--- src/rtl/dmem_arbiter.sv ---
// dmem_arbiter: shares the single dmem port between two bus masters.
// Optional round-robin conflict policy: define DMEM_ARB_RR_EN.
module dmem_arbiter #(
    parameter int AW         = 6,
    parameter int DW         = 32,
    parameter int STARVE_MAX = 4,
    parameter int BURST_MAX  = 8
) (
    input  logic          clk,
    input  logic          rst,
    input  logic          m0_req,
    input  logic          m0_we,
    input  logic [AW-1:0] m0_addr,
    input  logic [DW-1:0] m0_wd,
    output logic          m0_gnt,
    output logic [DW-1:0] m0_rd,
    output logic          m0_rvalid,
    input  logic          m1_req,
    input  logic          m1_we,
    input  logic [AW-1:0] m1_addr,
    input  logic [DW-1:0] m1_wd,
    output logic          m1_gnt,
    output logic [DW-1:0] m1_rd,
    output logic          m1_rvalid,
    input  logic          m1_lock,
    output logic          mem_we,
    output logic [AW-1:0] mem_a,
    output logic [DW-1:0] mem_d,
    input  logic [DW-1:0] mem_q
);

    localparam int BW = $clog2(BURST_MAX + 1);

    typedef enum logic {
        IDLE   = 1'b0,
        LOCKED = 1'b1
    } state_t;

    state_t        state;
    state_t        state_nx;
    logic [BW-1:0] burst_cnt;
    logic [BW-1:0] burst_nx;
    logic          burst_end;
    logic          fair_m1;
    logic          m1_pri;

    assign burst_end = (burst_cnt == BW'(BURST_MAX));

`ifdef DMEM_ARB_RR_EN
    // 1 when master 1 won the most recent conflict
    logic last_win;

    // Remember the conflict winner so the other master takes the next one
    always_ff @(posedge clk) begin
        if (!rst)
            last_win <= 1'b1;
        else if (m0_req && m1_req)
            last_win <= m1_gnt;
    end

    assign fair_m1 = !last_win;
`else
    localparam int SW = $clog2(STARVE_MAX + 1);

    logic [SW-1:0] starve_cnt;

    // Count consecutive lost cycles of master 1, saturating at the limit
    always_ff @(posedge clk) begin
        if (!rst)
            starve_cnt <= '0;
        else if (!m1_req || m1_gnt)
            starve_cnt <= '0;
        else if (starve_cnt != SW'(STARVE_MAX))
            starve_cnt <= starve_cnt + 1'b1;
    end

    assign fair_m1 = (starve_cnt == SW'(STARVE_MAX));
`endif

    // Lock state and burst length register
    always_ff @(posedge clk) begin
        if (!rst) begin
            state     <= IDLE;
            burst_cnt <= '0;
        end else begin
            state     <= state_nx;
            burst_cnt <= burst_nx;
        end
    end

    // Lock entry on a locked master 1 grant, exit on release or full burst
    always_comb begin
        state_nx = state;
        burst_nx = burst_cnt;
        unique case (state)
            IDLE: begin
                if (m1_gnt && m1_lock) begin
                    state_nx = LOCKED;
                    burst_nx = BW'(1);
                end
            end
            LOCKED: begin
                if (!m1_lock || !m1_req || burst_end) begin
                    state_nx = IDLE;
                    burst_nx = '0;
                end else begin
                    burst_nx = burst_cnt + 1'b1;
                end
            end
            default: begin
                state_nx = IDLE;
                burst_nx = '0;
            end
        endcase
    end

    // Grant decision; a full burst yields one cycle to a waiting master 0
    always_comb begin
        m1_pri = fair_m1;
        if (state == LOCKED)
            m1_pri = !(burst_end && m0_req);
        m1_gnt = rst && m1_req && (m1_pri || !m0_req);
        m0_gnt = rst && m0_req && !m1_gnt;
    end

    // Memory port follows the granted master, master 0 inputs when idle
    always_comb begin
        mem_a  = m1_gnt ? m1_addr : m0_addr;
        mem_d  = m1_gnt ? m1_wd : m0_wd;
        mem_we = (m0_gnt && m0_we) || (m1_gnt && m1_we);
    end

    // Capture read data at the grant edge; rvalid marks the following cycle
    always_ff @(posedge clk) begin
        if (!rst) begin
            m0_rd     <= '0;
            m0_rvalid <= 1'b0;
            m1_rd     <= '0;
            m1_rvalid <= 1'b0;
        end else begin
            m0_rvalid <= m0_gnt && !m0_we;
            m1_rvalid <= m1_gnt && !m1_we;
            if (m0_gnt && !m0_we)
                m0_rd <= mem_q;
            if (m1_gnt && !m1_we)
                m1_rd <= mem_q;
        end
    end

endmodule

--- config.mk ---
export PLATFORM = sky130hd
export DESIGN_NAME = dmem_arbiter
export DESIGN_NICKNAME = d
export VERILOG_FILES = /design/src/rtl/dmem_arbiter.sv
export SDC_FILE = /design/constraint.sdc
export NUM_CORES = 1
export LEC_CHECK = 0
export CELL_PAD_IN_SITES_DETAIL_PLACEMENT = 1
export CELL_PAD_IN_SITES_GLOBAL_PLACEMENT = 1
export CORE_ASPECT_RATIO = 0.6
export CORE_MARGIN = 3
export CORE_UTILIZATION = 25
export DETAILED_ROUTE_END_ITERATION = 7
export PLACE_DENSITY = 0.81
export SLEW_MARGIN = 20
export SYNTH_ARGS = -nofsm -noshare
export SYNTH_HDL_FRONTEND = slang
export SYNTH_SLANG_ARGS = --single-unit
export TNS_END_PERCENT = 5
--- constraint.sdc ---
create_clock -name clk -period 2.6 [get_ports clk]
set_clock_uncertainty 0.05 [all_clocks]
set_input_delay 0.52 -clock clk [delete_from_list [all_inputs] [get_ports clk]]
set_output_delay 0.52 -clock clk [all_outputs]
set_load 0.01 [all_outputs]
==> impl_results.md <==
* Internal at 2.38 mW
* CTS root buffer: clkbuf_16
* Count leader, synth: nand2_1
* Crit Path Class: flip-flop to output port
* Number of synthesized flops with an enable pin at 0
* TritonCTS Buffers at 9
* Initial drt markers at about 150
* Crit path launch type: flip-flop
* Final Hold Fails at 0
* Worst Hold Class: flip-flop to flip-flop
* Die Wd at roughly 160 um
* Global route overflow at 0
* Post-synth top flop: dfxtp_1
* Hold buffer count at CTS at 0
* CTS tree: done
* Cells after Synth at 395
* Placer Congestion at about 0.97
* H-tree levels at 3
* IO Pins at between 200 and 250
* Post-synth top cells: nand2_1, dfxtp_1, o21ai_1
* CTS Sinks at between 70 and 80
* XOR/XNOR share of the synthesized area at less than 1%
* Max transition margin at between 40% and 50%
* Cell Area, Synth at roughly 3500 um2
* Drt wl/cell at roughly 22 um
* Total Routed Length at between 15000 and 20000 um
* First-pass GRT wire length at 26400 um
* DP HPWL at between 10000 and 15000 um
* PD cells at slightly above 500 nW/um2
* Capturing point of the worst reg2reg path: m1_rd[17]
* Failing checks: negative setup slack
* Drc violations at 0
* Via Count at around 4k
* Yosys top cell area share at a little over two fifths
* Synth Net Count at ~500
* Yosys cell types at 40
* Port Buf Inserts at 221
* Share of cells above drive strength 1 at 22.1%
* Worst-path maximum fanout at 8
* Clk pwr share at 40.1%
* # nets final at around 740
* Most area-consuming cells after synthesis: dfxtp_1, mux2_4, nand2_1
* Fill count at approximately 1.5k
* Slew @ Worst Pin at 0.778 ns
* Initial Util at between 20% and 30%
* Sw Share at around a quarter
* Total power at 3.21 mW
* Max Root-Sink Buffers at 2
* Slew Limit Fails at 0
* Worst Hold Endpoint: m0_rd[30]
* Total GRT Usage at approximately 22%
* Leakage at 2.54 nW
* Post-DR vias/cell at 4.86
* #FFs+latches synth at 74
* DRT Pass-1 Iters at 6
* Comb pwr share at 22.2%
* Die ar. at approximately 16000 um2
* Remaining antenna violation count at 0
* Syn avg cell area at about 9 um2
* Post-Place Cell Area at roughly 6000 um2
* Number of max-cap violations at 0
* Largest net degree at the start of global routing at 73
* Worst EP required at ~2.0 ns
* Core Footprint at around 13000 um2
* Largest family of logic cells by synthesized area: simple AND/OR/NAND/NOR gates
* NetSw at approximately 0.84 mW
* Hold Crit Depth at 2
* Multiplexer area fraction after synthesis at 16.4%
* Fin area at approximately 6400 um2
* Yosys top cell by area: dfxtp_1
* Max Clock Freq at roughly 370 MHz
* Clock-pin slew of the registers on the worst-case setup and hold paths at roughly 0.060 ns
* Reg2reg start: burst_cnt[0]
* Final period util at 104%
* Min Tclk post-route at ~2.7 ns
* Total negative slack at -0.115 ns
* Synth Area in Simple Gates at about a fifth
* Post-synthesis adder-cell area fraction at under 10%
* Final setup vio count at 7
* Core Rows at 32
* CP endpoint kind: output port
* Final core utilization at 47.9%
* Hold path start: m0_rd[30]
* Post-synthesis sequential area ratio at a little over two fifths
* Sequential power share at between 30 and 40%
* Critical Path AT at 2.12 ns
* Skew-Pair Late Insertion Delay at around 0.32 ns
* Post-synthesis compound-gate area fraction at between 10% and 20%
* Unrepaired setup endpoints after global routing: true
* Chip Height at ~100 um
* Post-synth ARST share at 0%
* Number of global-route vias before repair at 4128
* Synth-to-Final Area Change at 81.5%
* Max IR drop VDD at 0.000319 V
* Reg2reg setup slack at roughly 0.48 ns
* Status: finished, violations left
* Initial antenna violation count at 3
* Reg2reg path depth at 9
* Pre-CTS setup slack at -0.282 ns
* YS warnings at 0
* Final setup margin at -0.0941 ns
[per-layer routing]
layer  vias to the layer above  GRT usage (%)  share of wire [%]
li1                       1836              -                  -
met1                      1918           24.7                 40
met2                       166           37.2                 48
met3                        42           10.2                8.7
met4                         6           8.14                3.5
met5                         -              0               0.25
[cell usage in the layout, fill, tap and decap left out, types with 9 or more instances in the layout]
| master | count |
|---|---|
| clkdlybuf4s50_1 | 179 |
| nand2_1 | 100 |
| dfxtp_1 | 71 |
| o21ai_1 | 64 |
| mux2_4 | 37 |
| nand4_1 | 33 |
| buf_6 | 29 |
| buf_4 | 20 |
| buf_2 | 16 |
| clkbuf_16 | 9 |
[state kept, by name (all words and copies together) (netlist names)]
register    flops
m1_rd          32
starve_cnt      3
m0_rvalid       1
m1_rvalid       1
state           1
burst_cnt       4
m0_rd          32
[cells by family after synthesis]
group	Yosys count
simple gates	154
compound gates	81
flops	74
buf+inv	42
mux	39
fa+ha+maj	4
xor+xnor	1
[layout make-up]
type / count / area (um2) / area share [%]
clock inverter: 6 / 72.6 / 1.14
multi-input combinational: 279 / 1850 / 29.0
antenna: 1 / 2.50 / 0.0393
inverter: 8 / 30.0 / 0.471
timing repair buffer: 251 / 2460 / 38.6
tap: 187 / 234 / 3.67
sequential: 74 / 1490 / 23.3
clock buffer: 10 / 239 / 3.75
[timing repair]
item | CTS | global route
pin swaps | 4 | 2
buffers inserted | 3 | 0
gates cloned | 1 | 0
resized for setup | 173 | 33
setup endpoints to repair | 41 | 40
[how the worst max path moves through the flow]
stage             startpoint         to  slack [ns]  cells past startpoint
2_1_floorplan  starve_cnt[0]     mem_we        0.38                      8
3_3_place_gp          m1_req  mem_d[27]       -0.25                      6
3_5_place_dp          m1_req  mem_d[28]       -0.28                      6
4_1_cts         burst_cnt[0]  mem_d[12]       -0.11                      8
5_1_grt         burst_cnt[0]  mem_d[28]       -0.18                      9
6_report        burst_cnt[0]  mem_d[28]       -0.09                      9
[through the flow]
step	hold WS [ns]	cells
2_1_floorplan	0.423	395
3_3_place_gp	0.386	795
3_5_place_dp	0.392	795
4_1_cts	0.400	815
5_1_grt	0.423	815
6_report	0.397	816
[power by group through the flow]
stage,registers (mW),clock network [mW],logic [mW]
final,1.21,1.29,0.713
after floorplan,1.25,0,0.224
after global routing,1.22,1.40,0.751
after global placement,1.23,0,0.685
after CTS,1.21,1.34,0.680
after detailed placement,1.23,0,0.702
[worst max-delay path, stage by stage, from the launching register on]
cell,delay (ns)
dfxtp_2,0.34
inv_2,0.04
ha_4,0.15
and4b_4,0.20
o21ai_4,0.22
nand2_8,0.13
buf_8,0.17
buf_6,0.11
mux2_4,0.30
buf_6,0.13
Note: power is estimated with default switching activity, not from simulation.
